<file path="src/rtl/ifu_bp_update_ctl.sv">
// Resolved-branch BHT update buffer: coalescing FIFO drained over valid/ready, plus registered fetch redirect.
// Optional saturating update statistics when BP_UPDATE_STATS_EN is defined.
module ifu_bp_update_ctl #(
    parameter int IDX_W = 8,
    parameter int DEPTH = 4
) (
    input  logic             clk,
    input  logic             rst,
    input  logic             exu_upd_valid,
    input  logic             exu_upd_misp,
    input  logic             exu_upd_ataken,
    input  logic [1:0]       exu_upd_hist,
    input  logic [IDX_W-1:0] exu_upd_index,
    input  logic             exu_upd_way,
    input  logic             exu_flush_upper,
    input  logic [30:0]      exu_flush_path,
    input  logic             dec_tlu_flush,
    output logic             bht_wr_valid,
    input  logic             bht_wr_ready,
    output logic [IDX_W-1:0] bht_wr_index,
    output logic             bht_wr_way,
    output logic [1:0]       bht_wr_data,
    output logic             ifu_redirect_valid,
    output logic [30:0]      ifu_redirect_pc,
    output logic             upd_fifo_full,
    output logic             upd_drop
`ifdef BP_UPDATE_STATS_EN
    ,
    output logic [31:0]      bp_stat_misp_cnt,
    output logic [31:0]      bp_stat_taken_cnt,
    output logic [15:0]      bp_stat_drop_cnt
`endif
);
    localparam int PW = $clog2(DEPTH);

    typedef struct packed {
        logic [IDX_W-1:0] index;
        logic             way;
        logic [1:0]       hist;
    } upd_ent_t;

    upd_ent_t        mem [DEPTH];
    logic [PW:0]     wr_ptr, rd_ptr;
    logic [PW:0]     occ;
    logic [PW-1:0]   tail_idx;
    logic            empty, full, pop, coalesce, alloc, drop;
    upd_ent_t        new_ent, head;

    assign occ      = wr_ptr - rd_ptr;
    assign empty    = (wr_ptr == rd_ptr);
    assign full     = (wr_ptr[PW-1:0] == rd_ptr[PW-1:0]) && (wr_ptr[PW] != rd_ptr[PW]);
    assign tail_idx = wr_ptr[PW-1:0] - PW'(1);
    assign pop      = ~empty & bht_wr_ready;
    assign new_ent  = '{index: exu_upd_index, way: exu_upd_way, hist: exu_upd_hist};

    // The head is either being popped or stalled on the handshake, so it is never
    // merged into: only a newest entry that is not also the head may coalesce.
    assign coalesce = exu_upd_valid && (occ > (PW+1)'(1)) &&
                      (mem[tail_idx].index == exu_upd_index) && (mem[tail_idx].way == exu_upd_way);
    assign alloc    = exu_upd_valid & ~coalesce & (~full | pop);
    assign drop     = exu_upd_valid & ~coalesce & full & ~pop;

    always_ff @(posedge clk or posedge rst) begin
        if (rst) begin
            wr_ptr <= '0;
            rd_ptr <= '0;
            for (int i = 0; i < DEPTH; i++) mem[i] <= '0;
        end else begin
            if (coalesce) mem[tail_idx].hist <= exu_upd_hist;
            if (alloc) begin
                mem[wr_ptr[PW-1:0]] <= new_ent;
                wr_ptr              <= wr_ptr + (PW+1)'(1);
            end
            if (pop) rd_ptr <= rd_ptr + (PW+1)'(1);
        end
    end

    assign head          = mem[rd_ptr[PW-1:0]];
    assign bht_wr_valid  = ~empty;
    assign bht_wr_index  = head.index;
    assign bht_wr_way    = head.way;
    assign bht_wr_data   = head.hist;
    assign upd_fifo_full = full;

    always_ff @(posedge clk or posedge rst) begin
        if (rst) begin
            upd_drop           <= 1'b0;
            ifu_redirect_valid <= 1'b0;
            ifu_redirect_pc    <= '0;
        end else begin
            upd_drop           <= drop;
            ifu_redirect_valid <= exu_flush_upper & ~dec_tlu_flush;
            if (exu_flush_upper & ~dec_tlu_flush) ifu_redirect_pc <= exu_flush_path;
        end
    end

`ifdef BP_UPDATE_STATS_EN
    always_ff @(posedge clk or posedge rst) begin
        if (rst) begin
            bp_stat_misp_cnt  <= '0;
            bp_stat_taken_cnt <= '0;
            bp_stat_drop_cnt  <= '0;
        end else begin
            if (exu_upd_valid && exu_upd_misp && !drop && bp_stat_misp_cnt != '1)
                bp_stat_misp_cnt <= bp_stat_misp_cnt + 32'd1;
            if (exu_upd_valid && exu_upd_ataken && bp_stat_taken_cnt != '1)
                bp_stat_taken_cnt <= bp_stat_taken_cnt + 32'd1;
            if (upd_drop && bp_stat_drop_cnt != '1)
                bp_stat_drop_cnt <= bp_stat_drop_cnt + 16'd1;
        end
    end
`else
    logic unused_stat_in;
    assign unused_stat_in = exu_upd_misp ^ exu_upd_ataken;
`endif

endmodule
</file>
<file path="config.mk">
export PLATFORM = sky130hd
export DESIGN_NAME = ifu_bp_update_ctl
export DESIGN_NICKNAME = d
export VERILOG_FILES = /design/src/rtl/ifu_bp_update_ctl.sv
export SDC_FILE = /design/constraint.sdc
export NUM_CORES = 1
export LEC_CHECK = 0
export CORE_MARGIN = 4
export CORE_UTILIZATION = 54
export CTS_CLUSTER_SIZE = 24
export DETAILED_ROUTE_END_ITERATION = 8
export PLACE_DENSITY_LB_ADDON = 0.12
export SLEW_MARGIN = 10
export SYNTH_ARGS = -nofsm -noshare
export SYNTH_HDL_FRONTEND = slang
export SYNTH_SLANG_ARGS = --single-unit
</file>
<file path="constraint.sdc">
create_clock -name clk -period 6.12 [get_ports clk]
set_input_delay 0.612 -clock clk [delete_from_list [all_inputs] [get_ports clk]]
set_output_delay 0.612 -clock clk [all_outputs]
set_load 0.01 [all_outputs]
</file>
Yosys cells after proc, flatten, opt, wreduce, memory -nomap -nowiden --
Cells that the tools add are included.
Storage, ports and cells: output and inout port bits 46, logic and storage cells 67, flip-flop bits (word level) 83
Cells by class: $add $sub $neg 4, reductions and logical operators 6, $lt $le $gt $ge 6, bitwise operators 15, mux-type cells 14, eq/ne operators 5
Operators with widths (number):
- 44-bit bitwise mux | 2
- 44-bit two-way mux | 2
- 11-bit two-way mux | 5
- 11-bit binary-select mux with 2-bit select | 2
- 11-bit demux with 2-bit select | 2
- 3-bit greater-or-equal comparator (second input constant) | 3
- 2-bit NOT with 3-bit output | 3
- 8-bit == test | 1
- 3-bit by 1-bit adder with 3-bit output (second input constant) | 2
- 1-bit bitwise AND | 6
- 1-bit logical AND | 6
- 3-bit by 1-bit less-than comparator with 1-bit output (second input constant) | 2
- 1-bit NOT | 5
- 3-bit == test | 1
- 3-bit by 1-bit > comparator with 1-bit output (second input constant) | 1
- 3-bit subtractor | 1
- 2-bit == test | 1
- 2-bit two-way mux | 1
- 2-bit by 1-bit subtractor with 2-bit output (second input constant) | 1
- 1-bit == test | 1
- 1-bit inequality test | 1
- 1-bit OR | 1

Logic depth before layout (Yosys ltp) --
Gate-level depths: netlist of the first run.
depth in word-level cells 12, depth in mapped cells 13

Worst setup path before layout of the first run --
Ideal clock, no wire load.
path type reg-to-reg, start register wr_ptr[0], end register mem[0] in the netlist's numbering, setup slack 2932 ps, buffers on the path 4, arrival 3060 ps, stages on the path, launching flop included 14, clock period less this slack 3188 ps, path through dfrtp_1 buf_2 inv_1 ha_1 buf_6 buf_6 mux2i_1 xnor2_1 nor4_1 a21oi_1 or4_1 buf_6 mux2i_2 mux2_1
On the way: longest elaborated chain between the ends 12, elaborated cells between the ends (all ways) 37, classes of those cells add/sub: 2; order compare: 5; eq/ne: 4; mux: 11; bitwise: 9; reduce/logical: 6
RTL lines:
- start, declared | RTL line 43 | logic [PW:0] wr_ptr, rd_ptr;
- start signal, assigned | RTL line 72 | wr_ptr <= wr_ptr + (PW+1)'(1);
- 2-bit by 1-bit subtractor with 2-bit output (*) | RTL line 52 | assign tail_idx = wr_ptr[PW-1:0] - PW'(1);
- net tail_idx[0] | RTL line 45 | logic [PW-1:0] tail_idx;
- 2-bit NOT with 3-bit output (not written as such) (*) | RTL line 59, 69
- 11-bit binary-select mux with 2-bit select | RTL line 59 | (mem[tail_idx].index == exu_upd_index) && (mem[tail_idx].way == exu_upd_way);
- 11-bit two-way mux (not written as such) (2 in series) | RTL line 59
- 8-bit == test | RTL line 59
- 1-bit logical AND | RTL line 58 | assign coalesce = exu_upd_valid && (occ > (PW+1)'(1)) &&
- 1-bit logical AND | RTL line 59
- 1-bit NOT | RTL line 60 | assign alloc = exu_upd_valid & ~coalesce & (~full | pop);
- 1-bit bitwise AND (2 in series) | RTL line 60
- 44-bit two-way mux (*) | RTL line 70 | if (alloc) begin
- end signal, assigned by index | RTL line 71 | mem[wr_ptr[PW-1:0]] <= new_ent;
- end, declared | RTL line 42 | upd_ent_t mem [DEPTH];
Mark *: on every way through the listed nets, which the timed path passes. The rest lies on a longest branch. The select of a mux whose other input is x is not followed. A chain may end at the register's enable or synchronous reset.

Final worst setup path of the first run --
start register wr_ptr[0], end register mem[5] in the netlist's numbering
Same word-level chain as after synthesis.

==> results of run 1 <==
-- report_power, final --
part	switching, mW	internal (mW)	leakage [nW]
Sequential	0.194	0.752	0.982
Combinational	0.488	0.760	1.11
Clock	0.198	0.283	0.126
-- placed cells by master, fill, tap and decap left out --
cell,netlist,routed
a21oi_1,1,1
and3_1,4,4
and3_4,1,1
buf_4,0,2
bufinv_16,0,3
clkbuf_8,0,10
clkdlybuf4s50_1,0,93
clkinv_2,0,2
clkinv_4,0,2
dfrtp_1,83,83
fa_1,1,1
ha_1,11,11
inv_1,4,3
mux2_1,8,8
mux2_2,68,68
mux2_4,1,1
mux2i_1,15,15
mux2i_2,4,4
mux4_2,13,13
nand2_1,4,4
nand2_2,4,4
nand3_1,3,3
nor2_1,3,3
nor2b_1,2,1
nor2b_2,0,1
nor4_1,2,2
o2111ai_1,1,1
o211ai_1,1,1
o21ai_0,3,3
or3_1,1,1
or4_1,1,1
xnor2_1,17,17
xor2_1,3,3
-- layer usage --
metal  share of wire  GRT usage
met5               0          0
met4           0.014     0.0686
met3           0.068     0.0645
met2            0.49      0.336
met1            0.42      0.247
-- area by class of cell --
| type | count | area [um2] | share of cell area |
|---|---|---|---|
| Multi-Input combinational cell | 172 | 1880 | 0.355 |
| Timing Repair Buffer | 95 | 946 | 0.179 |
| Clock inverter | 6 | 113 | 0.0213 |
| Sequential cell | 83 | 2080 | 0.392 |
| Clock buffer | 10 | 138 | 0.0260 |
| Tap cell | 99 | 124 | 0.0234 |
| Inverter | 4 | 16.3 | 0.00307 |
-- sequential cells by signal (all words and copies together) (netlist names) --
signal and count:
rd_ptr 3, ifu_redirect_valid 1, mem 44, upd_drop 1, ifu_redirect_pc 31, wr_ptr 3
-- critical path, delay by kind of cell (launching register included) --
| family | cells | cell delay, ns |
|---|---|---|
| AO/OA/AOI/OAI | 1 | 0.11 |
| XOR/XNOR | 1 | 0.21 |
| adder cells (fa/ha/maj) | 1 | 0.97 |
| buffers and inverters | 1 | 0.30 |
| flip-flops | 1 | 0.63 |
| multiplexers | 2 | 0.99 |
| AND/OR/NAND/NOR | 2 | 1.10 |
-- kinds of logic after synthesis --
| kind of cell | share of synthesized area |
|---|---|
| muxes | 0.339 |
| DFF | 0.515 |
| and+or+nand+nor | 0.0351 |
| xor gates and xnor gates | 0.0434 |
| buffers and inverters | 0.0189 |
| adders and majority gates | 0.0391 |
| AOI/OAI and AO/OA | 0.00900 |
-- final timing paths --
| path | startpoint | end | slack (ns) | depth (start not counted) |
|---|---|---|---|---|
| setup / recovery | wr_ptr[0] | mem[5] | 1.69 | 8 |
| min in group asynchronous | rst | ifu_redirect_pc[21] | 0.92 | 3 |
| max in group asynchronous | rst | mem[21] | 4.53 | 3 |
| hold reg to reg | mem[0] | mem[0] | 0.50 | 1 |
| setup reg to reg | wr_ptr[0] | mem[5] | 1.69 | 8 |
| hold / removal | mem[0] | mem[0] | 0.50 | 1 |
-- metrics by stage --
stage | setup slack [ns] | utilization
2_1_floorplan | 2.93 | -
3_3_place_gp | 1.70 | 0.696
3_5_place_dp | 1.68 | 0.696
4_1_cts | 1.68 | 0.730
5_1_grt | 1.36 | 0.730
6_report | 1.69 | 0.730
==> parameters.txt, run 1 <==
Parameter                              Value

Run status
  Run status ... complete, no violations

Worst setup path
  Critical path class ... flip-flop to flip-flop
  Req. time, crit path ... 6.35 ns
  Slowest library cell on the worst path ... ha_1
  Max stage delay on crit path ... 0.97 ns
  Critical path data arrival time ... ~4.7 ns
  Worst Path Max Fanout ... 17
  Type of destination of the critical path ... flip-flop
  Category of the worst setup path launch point ... flip-flop
  Critical Path, Cell by Cell ... inv_1 > ha_1 > mux4_2 > xnor2_1 > o21ai_0 > or4_1 > nand2_2 > mux2_2

GRT
  Initial antenna violation count ... 0
  Total gr overflow ... 0
  Total routing usage reported by global routing ... 0.201
  Via count of the first global-routing pass ... between 2,000 and 3,000
  Global-route wire length before repair ... roughly 14 mm
  Largest net degree at the start of global routing ... 84

Clocking
  Clock-pin transition on the worst setup and hold timing paths ... ~0.090 ns
  TritonCTS clock tree ... yes
  Clock buffer count from CTS ... 9
  Worst-Skew Late Latency ... 0.35 ns
  Number of H-tree levels ... 3
  CTS Hold Buffers Added ... 0
  CTS sink count ... 83
  Post-CTS Setup Bufs ... 0
  Deepest clock path buffer count ... 2
  Post-CTS resize count ... 0
  Root buffer selected by CTS ... clkbuf_8

Floorplan
  Number of cell rows ... 31
  Core outline area ... about 7300 um2
  Horizontal extent of the die ... between 90 and 100 um
  I/O pin total ... 96
  Starting density of the core ... 0.556
  Die outline height ... approximately 94 um
  Die Footprint ... around 8900 um2

Pwr
  Total power draw ... ~2.7 mW
  Peak supply drop ... around 240 uV
  Areal power density over the cells ... roughly 500 nW/um2
  Leakage dissipation ... approximately 2.2 nW

Timing
  Crit share post-route ... 0.724
  Setup Total Neg Slack ... 0 ns
  Final Skew ... approximately 0.010 ns
  Slew at the pin closest to its max-slew limit ... 1.04 ns
  Normalized max-slew margin ... 0.309
  Final setup violation count ... 0
  Unrepaired setup endpoints after global routing ... false
  Smallest hold slack ... between 0.4 and 0.5 ns
  Final Hold Vio Count ... 0
  Achievable frequency ... between 0.2 and 0.25 GHz
  Final-report max-slew violation count ... 0
  Final worst path period need ... roughly 4.4 ns

Detailed routing
  Number of nets with antenna violations after routing ... 0
  Via-per-instance ratio ... about 5.3
  DRC marker count from the first detailed-route iteration ... 72
  Vias ... around 2,500
  Pre-antenna DRT Iters ... 4
  Total Routed Length ... a little over 8 mm
  DRC errors left ... 0
  Wirelength per Cell ... roughly 17 um

Layout
  Final instance area ... 5300 um2
  Relative area change from synthesis to final layout ... 31.3%
  Number of fill cells ... about 520
  Final std cells w/o fill ... around 470
  Post-layout nets ... ~430
  Fraction of final layout cells with drive strength greater than 1 ... 0.300
  Count of antenna diodes in the layout ... 0

Synthesis
  Avg Synthesized Cell Area ... about 15 um2
  Most instantiated cells after synthesis ... 83 x dfrtp_1, 68 x mux2_2, 17 x xnor2_1
  Synth Instances ... about 270
  Post-synth top area cell ... dfrtp_1
  Count of synthesis-stage warnings from yosys ... 0
  Synth cell types ... 30
  Seq/Total Area, Yosys ... 0.515
  Top_reg_cell synth ... dfrtp_1
  Top area cells in the synthesized netlist ... dfrtp_1 52%, mux2_2 19%, mux4_2 7.3%, mux2i_1 3.7%, xnor2_1 3.7%
  Number of storage elements in the synthesis netlist ... 83
  Area share of the largest cell type after synthesis ... 0.515
  Syn Nets ... 331
  Area of the mapped netlist ... 4030 um2
  Number of synthesized flops with an enable pin ... 0
  Share of async-settable or async-resettable flops after synthesis ... 1.00
  Library cell with the highest instance count after synthesis ... dfrtp_1

Worst hold path
  Worst hold path class ... flip-flop to flip-flop

Placed design
  IO buf count ... 93
  DP Wirelength ... approximately 5.6 mm
  Cell count after placement ... between 400 and 500
  Global placer's final weighted congestion ... roughly 0.74
  Instance area after placement ... about 5000 um2

Flow run
  Max cap viols ... 0
Note: power is estimated with default switching activity, not from simulation.
==> run 2, diff against run 1 <==
--- a/config.mk
+++ b/config.mk
@@ -6,7 +6,7 @@
 export NUM_CORES = 1
 export LEC_CHECK = 0
 export CORE_MARGIN = 4
-export CORE_UTILIZATION = 54
+export CORE_UTILIZATION = 50
 export CTS_CLUSTER_SIZE = 24
 export DETAILED_ROUTE_END_ITERATION = 8
 export PLACE_DENSITY_LB_ADDON = 0.12
==> constraint.sdc (replaced) <==
create_clock -name clk -period 4.1 [get_ports clk]
set_input_delay 0.41 -clock clk [delete_from_list [all_inputs] [get_ports clk]]
set_output_delay 0.41 -clock clk [all_outputs]
set_load 0.01 [all_outputs]
==> run 2 against run 1 <==
Cell count up 2.1%. Register-to-register slack worse by 1.3 ns. Hold slack got worse by 0.086 ns. Critical path depth grew 2. Setup slack got worse by 1.3 ns. Critical path type unchanged.
==> parameters.txt, run 2 (synthesis gave the netlist of run 1 again) <==
Parameter                              Value

Clocking
  CTS sink count ... 83 (unchanged)
  Worst-Skew Late Latency ... 0.35 ns (about the same)
  TritonCTS clock tree ... yes
  Clock buffer count from CTS ... 9 (unchanged)
  Deepest clock path buffer count ... 2 (unchanged)
  Clock-pin transition on the worst setup and hold timing paths ... 0.09 ns (about the same)
  Number of H-tree levels ... 3 (unchanged)
  Post-CTS Setup Bufs ... 0 (unchanged)
  Root buffer selected by CTS ... clkbuf_8
  Post-CTS resize count ... 0 (unchanged)
  CTS Hold Buffers Added ... 0 (unchanged)

Worst setup path
  Slowest library cell on the worst path ... or4_1
  Critical path's top delay family ... simple AND/OR/NAND/NOR gates
  Crit. Startpoint ... wr_ptr[1]
  Critical path class ... flip-flop to flip-flop
  Max stage delay on crit path ... 0.82 ns (-0.15 ns)
  Worst Path Max Fanout ... 10 (-7)
  Beginning of the worst register-to-register path ... wr_ptr[1]
  Critical path data arrival time ... 3.90 ns (-0.76 ns)
  Category of the worst setup path launch point ... flip-flop
  Critical Path, Cell by Cell ... inv_1 > ha_1 > buf_4 > mux2i_1 > xnor2_1 > nor4_1 > a21oi_1 > or4_1 > nand2_2 > mux2_2
  Req. time, crit path ... 4.33 ns (-2.02 ns)
  Buffering stage count on the worst path with inverters included ... 2 (+1)
  Type of destination of the critical path ... flip-flop

Timing
  Final setup violation count ... 0 (unchanged)
  Final Hold Vio Count ... 0 (unchanged)
  Final-report max-slew violation count ... 0 (unchanged)
  Final worst path period need ... 3.67 ns (-0.763 ns)
  Smallest hold slack ... 0.410 ns (-0.0861 ns)
  Setup Total Neg Slack ... 0 ns (unchanged)
  Slew at the pin closest to its max-slew limit ... 0.725 ns (-0.311 ns)
  Crit share post-route ... 0.895 (+0.171)
  Setup slack of the critical path after layout ... 0.432 ns (-1.26 ns)
  Normalized max-slew margin ... 0.514 (+0.205)
  Achievable frequency ... 0.273 GHz (+21%)
  Unrepaired setup endpoints after global routing ... false
  Final Skew ... 0.00902 ns (-0.00133 ns)

Layout
  Final instance area ... 5360 um2 (+1.3%)
  Largest reg by FF count ... mem
  Top Registers ... mem (44), ifu_redirect_pc (31)
  Most common cell after layout, fill and taps aside ... clkdlybuf4s50_1
  Count of antenna diodes in the layout ... 0 (unchanged)
  Fraction of final layout cells with drive strength greater than 1 ... 0.313 (+0.0130)
  Relative area change from synthesis to final layout ... 33.0%
  Post-layout nets ... 434 (+1.6%)
  Max reg flops ... 44 (unchanged)
  Most frequent cells in the layout ... 93 x clkdlybuf4s50_1, 83 x dfrtp_1, 68 x mux2_2

Placed design
  Global placer's final weighted congestion ... 0.713 (-3.6%)
  IO buf count ... 93 (unchanged)
  Worst slack at placement ... 0.436 ns (-1.24 ns)
  DP Wirelength ... 6.11 mm (+9.3%)
  Instance area after placement ... 5100 um2 (+1.1%)

Detailed routing
  Total Routed Length ... 8.51 mm (+4.0%)
  Via-per-instance ratio ... 5.35 (+0.50%)
  Pre-antenna DRT Iters ... 4 (unchanged)
  Vias ... 2,562 (+2.6%)
  Number of nets with antenna violations after routing ... 0 (unchanged)
  Wirelength per Cell ... 17.8 um (+1.9%)
  DRC errors left ... 0 (unchanged)
  DRC marker count from the first detailed-route iteration ... 92 (+28%)

Floorplan
  Starting density of the core ... 0.519 (-0.0368)
  Number of cell rows ... 32 (+3.2%)
  Die Footprint ... 9570 um2 (+7.3%)
  Core outline area ... 7770 um2 (+7.1%)
  Horizontal extent of the die ... 97.8 um (+3.6%)
  I/O pin total ... 96 (unchanged)
  Die outline height ... 97.8 um (+3.6%)

Pwr
  Peak supply drop ... 313 uV (+31%)
  Leakage dissipation ... 2.26 nW (+1.8%)
  Total power draw ... 4.09 mW (+53%)
  Areal power density over the cells ... 762 nW/um2 (+51%)

Worst hold path
  Worst hold path class ... primary input to asynchronous set/reset pin

Flow run
  Max cap viols ... 0 (unchanged)

GRT
  Initial antenna violation count ... 0 (unchanged)
  Global-route wire length before repair ... 14.3 mm (+5.9%)
  Total gr overflow ... 0 (unchanged)
  Total routing usage reported by global routing ... 0.188 (-0.0126)
  Via count of the first global-routing pass ... 2,827 (+4.2%)
  Largest net degree at the start of global routing ... 33 (-61%)

Run status
  Run status ... complete, no violations
run 2: cell types whose count changed in the layout (fill, tap and decap cells not counted):
cell and change:
buf_4 +7, clkinv_4 -2, clkbuf_8 +2
run 2: worst paths after layout:
| check | depth (start not counted) | endpoint | slack, ns |
|---|---|---|---|
| setup / recovery | 10 | mem[10] | 0.43 |
| hold / removal | 2 | ifu_redirect_pc[24] | 0.41 |
| setup reg to reg | 10 | mem[10] | 0.43 |
| hold reg to reg | 1 | mem[22] | 0.49 |
| max in group asynchronous | 3 | mem[40] | 2.94 |
| min in group clk | 1 | mem[22] | 0.49 |
run 2: metal layers:
| metal | vias up | global-route usage | wire length [um] |
|---|---|---|---|
| met1 | 1298 | 0.239 | 3610 |
| met4 | 0 | 0.0735 | 121 |
| li1 | 1186 | - | - |
| met2 | 68 | 0.303 | 4160 |
| met3 | 10 | 0.0600 | 619 |
| met5 | - | 0 | 0 |
run 2: worst reg2reg max path: cells and delay by family, from the launching register on:
family	cells	cell delay, ns
AO/OA/AOI/OAI	1	0.11
XOR/XNOR	1	0.09
adder cells (fa/ha/maj)	1	0.34
buffers and inverters	2	0.40
flip-flops	1	0.48
multiplexers	2	0.65
AND/OR/NAND/NOR	3	1.49
run 2: area by class of cell:
| class | count | area [um2] |
|---|---|---|
| fillers | 561 | 2410 |
| flip-flops and latches | 83 | 2080 |
| multi-input cells | 172 | 1880 |
| repair buffers | 102 | 998 |
| clock buffers | 12 | 165 |
| well taps | 102 | 128 |
| clock inverters | 4 | 95.1 |
| inverters | 4 | 16.3 |
run 2: where the power goes:
part | switching (mW) | internal, mW | total (mW)
logic | 0.839 | 1.18 | 2.02
clock network | 0.292 | 0.454 | 0.746
registers | 0.199 | 1.12 | 1.32
run 2: metrics by stage:
| stage | instances | util |
|---|---|---|
| after CTS | 479 | 0.690 |
| after global placement | 463 | 0.657 |
| final | 479 | 0.690 |
| after global routing | 479 | 0.690 |
| after floorplan | 269 | - |
| after detailed placement | 463 | 0.657 |
==> run 3, diff against run 2 <==
--- a/config.mk
+++ b/config.mk
@@ -7,9 +7,11 @@
 export LEC_CHECK = 0
 export CORE_MARGIN = 4
 export CORE_UTILIZATION = 50
+export CTS_CLUSTER_DIAMETER = 200
 export CTS_CLUSTER_SIZE = 24
 export DETAILED_ROUTE_END_ITERATION = 8
 export PLACE_DENSITY_LB_ADDON = 0.12
+export REMOVE_ABC_BUFFERS = 1
 export SLEW_MARGIN = 10
 export SYNTH_ARGS = -nofsm -noshare
 export SYNTH_HDL_FRONTEND = slang
==> run 3 against run 2 <==
Critical endpoint is now mem[6]. Register-to-register slack got worse by 0.06 ns. Sequential cell count unchanged. Critical path type unchanged. Largest power group unchanged. Highest routed layer unchanged. Setup slack got worse by 0.062 ns.
==> parameters.txt, run 3 (synthesis gave the netlist of run 1 again) <==
Parameter                              Value

Run status
  Run status ... complete, no violations

Layout
  Relative area change from synthesis to final layout ... 31.3%
  Count of antenna diodes in the layout ... 0 (unchanged)
  Post-layout nets ... 432 (-0.46%)
  Largest reg by FF count ... mem
  Number of fill cells ... 575 (+2.5%)
  Final core utilization ... 0.682 (-0.00870)
  Fraction of final layout cells with drive strength greater than 1 ... 0.309 (-0.00366)
  Area used by multi-input combinational logic ... 1880 um2 (unchanged)
  Top Registers ... mem (44), ifu_redirect_pc (31)
  Final std cells w/o fill ... 477 (-0.42%)
  Max reg flops ... 44 (unchanged)
  Storage element area ... 2080 um2 (unchanged)
  Final instance area ... 5290 um2 (-1.3%)
  Most common cell after layout, fill and taps aside ... clkdlybuf4s50_1
  Most frequent cells in the layout ... 93 x clkdlybuf4s50_1, 83 x dfrtp_1, 68 x mux2_2

Clocking
  Deepest clock path buffer count ... 2 (unchanged)
  CTS sink count ... 83 (unchanged)
  Number of H-tree levels ... 3 (unchanged)
  Worst-Skew Late Latency ... 0.36 ns (about the same)
  Post-CTS resize count ... 0 (unchanged)
  Clock-pin transition on the worst setup and hold timing paths ... 0.09 ns (about the same)
  Post-CTS Setup Bufs ... 0 (unchanged)
  TritonCTS clock tree ... yes
  CTS Hold Buffers Added ... 0 (unchanged)
  Clock buffer count from CTS ... 9 (unchanged)
  Root buffer selected by CTS ... clkbuf_8

Floorplan
  Core outline area ... 7770 um2 (unchanged)
  Die outline height ... 97.8 um (unchanged)
  Horizontal extent of the die ... 97.8 um (unchanged)
  Number of cell rows ... 32 (unchanged)
  Starting density of the core ... 0.519 (unchanged)
  Die Footprint ... 9570 um2 (unchanged)
  I/O pin total ... 96 (unchanged)

GRT
  Via count of the first global-routing pass ... 2,833 (+0.21%)
  Total gr overflow ... 0 (unchanged)
  Global-route wire length before repair ... 13.9 mm (-2.9%)
  Initial antenna violation count ... 0 (unchanged)
  Largest net degree at the start of global routing ... 61 (+85%)
  Total routing usage reported by global routing ... 0.184 (-0.00494)

Placed design
  Global placer's final weighted congestion ... 0.738 (+3.5%)
  Cell count after placement ... 461 (-0.43%)
  IO buf count ... 93 (unchanged)
  Instance area after placement ... 5090 um2 (-0.29%)
  DP Wirelength ... 5.70 mm (-6.7%)
  Worst slack at placement ... 0.366 ns (-0.0705 ns)

Worst setup path
  Worst Path Max Fanout ... 17 (+7)
  Critical path class ... flip-flop to flip-flop
  Critical path data arrival time ... 3.97 ns (+0.07 ns)
  Category of the worst setup path launch point ... flip-flop
  Type of destination of the critical path ... flip-flop
  Req. time, crit path ... 4.34 ns (about the same)

Pwr
  Total power draw ... 3.92 mW (-4.1%)
  Areal power density over the cells ... 740 nW/um2 (-2.9%)
  Peak supply drop ... 312 uV (-0.52%)
  Leakage dissipation ... 2.22 nW (-1.8%)

Timing
  Final-report max-slew violation count ... 0 (unchanged)
  Achievable frequency ... 0.268 GHz (-1.7%)
  Final worst path period need ... 3.73 ns (+0.0623 ns)
  Final Hold Vio Count ... 0 (unchanged)
  Crit share post-route ... 0.910 (+0.0152)
  Slew at the pin closest to its max-slew limit ... 1.04 ns (+0.313 ns)
  Smallest hold slack ... 0.494 ns (+0.0840 ns)
  Normalized max-slew margin ... 0.307 (-0.207)
  Final setup violation count ... 0 (unchanged)
  Setup slack of the critical path after layout ... 0.369 ns (-0.0623 ns)
  Setup Total Neg Slack ... 0 ns (unchanged)
  Unrepaired setup endpoints after global routing ... false
  Final Skew ... 0.0104 ns (+0.00137 ns)

Detailed routing
  Wirelength per Cell ... 17.2 um (-3.2%)
  Total Routed Length ... 8.20 mm (-3.6%)
  Number of nets with antenna violations after routing ... 0 (unchanged)
  Via-per-instance ratio ... 5.30 (-0.99%)
  Vias ... 2,526 (-1.4%)
  DRC errors left ... 0 (unchanged)
  DRC marker count from the first detailed-route iteration ... 90 (-2.2%)
  Pre-antenna DRT Iters ... 6 (+2)

Flow run
  Max cap viols ... 0 (unchanged)

Worst hold path
  Worst hold path class ... flip-flop to flip-flop
[run 3: cell types whose count changed in the layout (fill, tap and decap cells not counted)]
cell        before  now
buf_4            9    7
bufinv_16        3    1
clkbuf_8        12    9
clkinv_2         2    1
clkinv_4         0    2
clkinvlp_4       0    1
inv_6            0    2
inv_8            0    1
[run 3: area by class of cell]
type                            instances  share of cell area
Multi-Input combinational cell        172               0.355
Timing Repair Buffer                  100               0.186
Sequential cell                        83               0.392
Clock buffer                            9              0.0234
Tap cell                              102              0.0241
Inverter                                4             0.00307
Clock inverter                          7              0.0158
[run 3: final timing paths]
| check | from | slack [ns] | depth (start not counted) | end |
|---|---|---|---|---|
| worst max-delay path | wr_ptr[1] | 0.37 | 10 | mem[6] |
| worst min-delay path | mem[12] | 0.49 | 1 | mem[12] |
| worst max register to register | wr_ptr[1] | 0.37 | 10 | mem[6] |
| worst min register to register | mem[12] | 0.49 | 1 | mem[12] |
| max in group asynchronous | rst | 2.62 | 3 | ifu_redirect_pc[23] |
| min in group asynchronous | rst | 0.57 | 2 | ifu_redirect_pc[26] |
[run 3: power by group]
group,internal [mW],switching (mW)
Combinational,1.16,0.825
Sequential,1.12,0.198
Clock,0.292,0.317
Total,2.58,1.34
[run 3: per-layer routing]
layer  track usage  share of wire
met1         0.226           0.42
met2         0.294           0.48
met3        0.0914          0.095
met4        0.0394         0.0073
met5             0              0
[run 3: worst max-delay path, cell delays in order (launching register included)]
cell	delay, ns
dfrtp_1	0.48
inv_1	0.17
ha_1	0.31
buf_4	0.30
mux2i_1	0.25
xnor2_1	0.10
nor4_1	0.28
a21oi_1	0.12
or4_1	0.82
nand2_2	0.39
mux2_2	0.38
